File: src/rtl/decade_seq_pkg.sv
// Shared types and BCD helpers for the decade counter sequencer.
package decade_seq_pkg;

  typedef enum logic [1:0] {
    IDLE = 2'd0,
    LOAD = 2'd1,
    RUN  = 2'd2,
    DONE = 2'd3
  } seq_state_t;

  localparam logic [3:0] BCD_MAX = 4'd9;

  // Widest chain supported; narrower values are zero-padded before checking,
  // and zero nibbles are always legal BCD.
  localparam int MAX_DIG = 4;

  function automatic logic is_bcd_digit(input logic [3:0] d);
    return (d <= BCD_MAX);
  endfunction

  function automatic logic all_bcd(input logic [4*MAX_DIG-1:0] v);
    logic ok;
    ok = 1'b1;
    for (int i = 0; i < MAX_DIG; i++) begin
      if (!is_bcd_digit(v[4*i +: 4])) ok = 1'b0;
    end
    return ok;
  endfunction

endpackage

File: src/rtl/decade_tick_gen.sv
// Step-rate prescaler: pulses tick once every TICK_DIV enabled cycles.
module decade_tick_gen #(
  parameter int TICK_DIV = 1
) (
  input  logic clk,
  input  logic reset,
  input  logic clr,
  input  logic en,
  output logic tick
);

  localparam int CW = (TICK_DIV > 1) ? $clog2(TICK_DIV) : 1;
  localparam logic [CW-1:0] LAST = CW'(TICK_DIV - 1);

  logic [CW-1:0] cnt;

  assign tick = en && (cnt == LAST);

  // Count enabled cycles, wrapping on tick; clr restarts the period.
  always_ff @(posedge clk) begin
    if (reset || clr) begin
      cnt <= '0;
    end else if (en) begin
      cnt <= tick ? '0 : cnt + 1'b1;
    end
  end

endmodule

File: src/rtl/decade_cntr_sequencer.sv
// Command-driven sequencer for a chain of up/down decade counter digits:
// loads a BCD preset, ripple-steps the chain and reports when it hits target.
module decade_cntr_sequencer
  import decade_seq_pkg::*;
#(
  parameter int NDIG     = 2,
  parameter int TICK_DIV = 1
) (
  input  logic              clk,
  input  logic              reset,
  input  logic              cmd_valid,
  output logic              cmd_ready,
  input  logic              cmd_dir,
  input  logic [4*NDIG-1:0] cmd_preset,
  input  logic [4*NDIG-1:0] cmd_target,
  input  logic              abort,
  output logic [NDIG-1:0]   cntr_load,
  output logic [4*NDIG-1:0] cntr_data,
  output logic [NDIG-1:0]   cntr_on,
  output logic              cntr_up,
  input  logic [4*NDIG-1:0] cntr_count,
  input  logic [NDIG-1:0]   cntr_tc,
  output logic              busy,
  output logic              done,
  output logic              err
);

  seq_state_t state_q, state_d;

  logic [4*NDIG-1:0]    preset_q;
  logic [4*NDIG-1:0]    target_q;
  logic [4*MAX_DIG-1:0] preset_ext;
  logic [4*MAX_DIG-1:0] target_ext;
  logic                 cmd_fire;
  logic                 cmd_ok;
  logic                 match;
  logic                 tick;
  logic                 step;

  assign preset_ext = (4*MAX_DIG)'(cmd_preset);
  assign target_ext = (4*MAX_DIG)'(cmd_target);

  assign cmd_ready = (state_q == IDLE);
  assign cmd_fire  = cmd_valid && cmd_ready;
  assign cmd_ok    = all_bcd(preset_ext) && all_bcd(target_ext);
  assign match     = (cntr_count == target_q);

  // Abort and target match both pre-empt a pending tick in the same cycle.
  assign step = (state_q == RUN) && !abort && !match && tick;

  assign busy      = (state_q == LOAD) || (state_q == RUN);
  assign done      = (state_q == DONE);
  assign cntr_load = {NDIG{state_q == LOAD}};
  assign cntr_data = (state_q == LOAD) ? preset_q : '0;

  decade_tick_gen #(
    .TICK_DIV (TICK_DIV)
  ) u_tick (
    .clk   (clk),
    .reset (reset),
    .clr   (state_q == LOAD),
    .en    (state_q == RUN),
    .tick  (tick)
  );

  // Ripple enable: a digit steps only while every lower digit is at its TC.
  always_comb begin
    cntr_on    = '0;
    cntr_on[0] = step;
    for (int i = 1; i < NDIG; i++) begin
      cntr_on[i] = cntr_on[i-1] & cntr_tc[i-1];
    end
  end

  // Next-state selection; abort only matters in LOAD and RUN.
  always_comb begin
    state_d = state_q;
    unique case (state_q)
      IDLE: if (cmd_fire && cmd_ok) state_d = LOAD;
      LOAD: state_d = abort ? IDLE : RUN;
      RUN: begin
        if (abort)      state_d = IDLE;
        else if (match) state_d = DONE;
      end
      DONE: state_d = IDLE;
      default: state_d = IDLE;
    endcase
  end

  // State register.
  always_ff @(posedge clk) begin
    if (reset) state_q <= IDLE;
    else       state_q <= state_d;
  end

  // Reject pulse and direction latch; direction persists after the run ends.
  always_ff @(posedge clk) begin
    if (reset) begin
      err     <= 1'b0;
      cntr_up <= 1'b1;
    end else begin
      err <= cmd_fire && !cmd_ok;
      if (cmd_fire && cmd_ok) cntr_up <= cmd_dir;
    end
  end

  // Capture preset and target on an accepted command only.
  always_ff @(posedge clk) begin
    if (cmd_fire && cmd_ok) begin
      preset_q <= cmd_preset;
      target_q <= cmd_target;
    end
  end

endmodule

File: config.mk
export PLATFORM = sky130hd
export DESIGN_NAME = decade_cntr_sequencer
export DESIGN_NICKNAME = d
export VERILOG_FILES = /design/src/rtl/decade_seq_pkg.sv /design/src/rtl/decade_tick_gen.sv /design/src/rtl/decade_cntr_sequencer.sv
export SDC_FILE = /design/constraint.sdc
export NUM_CORES = 1
export LEC_CHECK = 0
export ABC_AREA = 1
export CAP_MARGIN = 5
export CORE_MARGIN = 4
export CORE_UTILIZATION = 41
export DETAILED_ROUTE_END_ITERATION = 10
export PLACE_DENSITY = 0.81
export SLEW_MARGIN = 20
export SYNTH_ARGS = -nofsm -noshare
export SYNTH_HDL_FRONTEND = slang
export SYNTH_SLANG_ARGS = --single-unit
File: constraint.sdc
create_clock -name clk -period 2.34 [get_ports clk]
set_clock_uncertainty 0.2 [all_clocks]
set_input_delay 0.468 -clock clk [delete_from_list [all_inputs] [get_ports clk]]
set_output_delay 0.468 -clock clk [all_outputs]
set_load 0.02 [all_outputs]
==> impl_metrics.py <==
metrics = {
    "status": {
        "run_status": "finished clean",
    },
    "floorplan": {
        "core_area_mm2": 0.00250,
        "rows": 18,
        "dieArea_mm2": 0.00355,
        "initial_core_util": 0.437,
        "die_h_um": 59.6,
        "ioPinCount": 48,
        "die_w_um": 59.6,
    },
    "setup_path": {
        "rr_worst_depth": 7,
        "worstReg2RegEnd": "preset_q[0]",
        "cp_slowest_cell": "clkdlybuf4s50_1",
        "r2r-start": "state_q[1]",
        "worstPathRequired_ps": 1670,
        "path_class": "input port to output port",
        "crit_chain": "clkdlybuf4s50_1 -> xnor2_1 -> nand2_1 -> nor2_2 -> nand2_2 -> nand2_4 -> nor3b_2 -> buf_4",
        "path_max_fanout": 3,
        "end_kind": "output port",
        "r2r_setup_slack_ps": 590,
        "slowest_delay_ps": 410,
        "worst_ep_arrival_time_ps": 1590,
        "start_kind": "input port",
    },
    "global_route": {
        "grt_max_degree": 14,
        "overflow": 0,
        "antenna_found_initial": 0,
        "track_usage": 0.148,
        "grt_pass1_vias": 994,
        "grt_pass1_wl_um": 3910,
    },
    "cells_and_area": {
        "n_antenna_cell": 0,
        "seqCellArea_um2": 581,
        "fin_nets": 210,
        "drive_gt1_frac": 0.133,
        "nFillCells": 229,
        "multi_input_area_um2": 395,
        "fin_util": 0.653,
        "mostFrequentLayoutCell": "nand2_1",
        "final_cell_area_mm2": 0.00163,
        "syn_to_final_growth_pct": 49.5,
        "layout_common_cells": "34 x nand2_1, 27 x clkdlybuf4s50_1, 26 x inv_1",
    },
    "sta": {
        "hold_viol_final": 0,
        "fmax_ghz": 0.443,
        "rsz0062_at_grt": "no",
        "fin_tns_setup_ps": 0,
        "layout_min_cycle_time_ps": 2260,
        "relSlewSlack": 0.848,
        "setup_viol": 0,
        "report.final.slew_viol_count": 0,
        "period_share": 0.964,
        "worst_pin_slew_ps": 228,
        "worst_slack_ps": 84.8,
        "whs_ps": 277,
    },
    "cts": {
        "clock_path_buffers": 2,
        "cts-root-buf": "clkbuf_4",
        "postCtsHoldBufs": 0,
        "h-tree-depth": 1,
        "path_clk_slew_ps": 120,
        "cts_tree": "yes",
        "cts_inserted_buffers": 3,
        "cts_sinks": 21,
        "postCtsSetupBuffers": 0,
        "clk_latency_ps": 310,
    },
    "yosys": {
        "ys_seq_area_frac": 0.532,
        "synth.distinct_cells": 20,
        "yosysWarnings": 0,
        "yosysTopAreaCellShare": 0.440,
        "ys_top_cells_by_area": "edfxtp_1 44%, nand2_1 12%, dfxtp_1 9.2%, inv_1 8.9%, ha_1 5.7%",
        "mappedNetlistNets": 158,
        "syn-instance-count": 122,
        "synth_seq_cells": 21,
        "synth_area_per_cell_um2": 8.95,
        "syn_area_mm2": 0.00109,
        "yosysTopAreaCell": "edfxtp_1",
    },
    "pwr": {
        "pwr-share-comb": 0.471,
        "p_clk_frac": 0.150,
        "p_int_mw": 0.745,
        "ir_drop_uv": 598,
        "seqPwrFrac": 0.379,
        "p_sw_frac": 0.375,
        "p_leak_nw": 0.851,
        "p_per_area_mw_per_mm2": 730,
        "switchingPower_mw": 0.447,
    },
    "drt": {
        "vias": 915,
        "drt_pre_antenna_iters": 4,
        "drcViolationCount": 0,
        "ant_nets": 0,
        "wl_um": 2430,
        "wl_per_cell_um": 12.0,
        "vias_per_cell": 4.51,
        "first_iter_violations": 19,
    },
    "placed_design": {
        "dpl_cell_area_mm2": 0.00159,
        "place.gp.congestion": 0.840,
        "io_buffers": 46,
        "dp_hpwl_um": 1950,
        "place_ws_ps": -446,
    },
    "flow_run": {
        "cap_viol_max_count": 0,
    },
    "min_path": {
        "whs_endpoint": "u_tick.cnt",
        "hp-start": "u_tick.cnt",
        "holdPathStages": 2,
        "hold_path.class": "flop to flop",
    },
}
==> routing by layer <==
metal,track usage,wire length [um]
met4,0.0823,53
met5,0,0
met1,0.153,958
met3,0.0370,194
met2,0.268,1220
==> cell type report <==
type	instances	area share
flip-flops and latches	21	0.356
clock buffers	3	0.0138
repair buffers	51	0.301
clock inverters	1	0.00460
multi-input cells	71	0.242
well taps	30	0.0230
inverters	26	0.0598
==> flip-flops by register name, indices dropped and copies added (netlist names) <==
register    count
preset_q        8
cntr_up         1
state_q         2
err             1
target_q        8
u_tick.cnt      1
==> cell families after synthesis <==
logic type | synth area share
fa+ha+maj | 0.0573
simple gates | 0.242
compound gates | 0.0252
buf+inv | 0.120
flops | 0.532
xor+xnor | 0.0241
==> metrics by stage <==
step                total power [mW]  cells
floorplan                      0.814    122
global placement                1.03    199
detailed placement              1.05    199
CTS                             1.20    203
global route                    1.27    203
finish                          1.19    203
==> power by group through the flow <==
| stage | logic [mW] | clock network [mW] | registers [mW] |
|---|---|---|---|
| after floorplan | 0.353 | 0 | 0.462 |
| after global placement | 0.579 | 0 | 0.456 |
| final | 0.561 | 0.179 | 0.451 |
| after CTS | 0.566 | 0.189 | 0.450 |
| after global routing | 0.617 | 0.203 | 0.454 |
| after detailed placement | 0.590 | 0 | 0.458 |
==> synthesized netlist by cell type <==
cell type  instances
nand2_1           34
nand2_4            1
edfxtp_1          16
a21oi_1            2
inv_1             26
nand3_2            1
nand2_2            2
a211oi_1           1
and2_4             1
nor2_1            11
o21ai_1            2
or2_2              1
nor2_2             3
nor3b_2            1
buf_6              1
nand3_1            3
dfxtp_1            5
ha_1               5
buf_4              3
xnor2_1            3
==> timing repair <==
action / in CTS / in global routing
setup endpoints to repair: 13 / 3
resized for setup: 22 / 7
pin swaps: 0 / 4
==> how the worst max path moves through the flow <==
stage / from / endpoint / slack, ps / cells after the start
global route: cntr_count[6] / cntr_on[0] / 20 / 8
finish: cntr_count[3] / cntr_on[1] / 80 / 8
global placement: cntr_count[5] / cntr_on[1] / -420 / 10
floorplan: state_q[0] / preset_q[0] / 430 / 6
CTS: cntr_count[5] / cntr_on[1] / -0.08 / 10
detailed placement: cntr_count[5] / cntr_on[1] / -450 / 10
==> worst max-delay path: cells and delay by family <==
kind | cells | cell delay [ps]
XOR/XNOR | 1 | 130
buffers and inverters | 2 | 570
AND/OR/NAND/NOR | 5 | 410
Power figures use the tool's default switching activity.
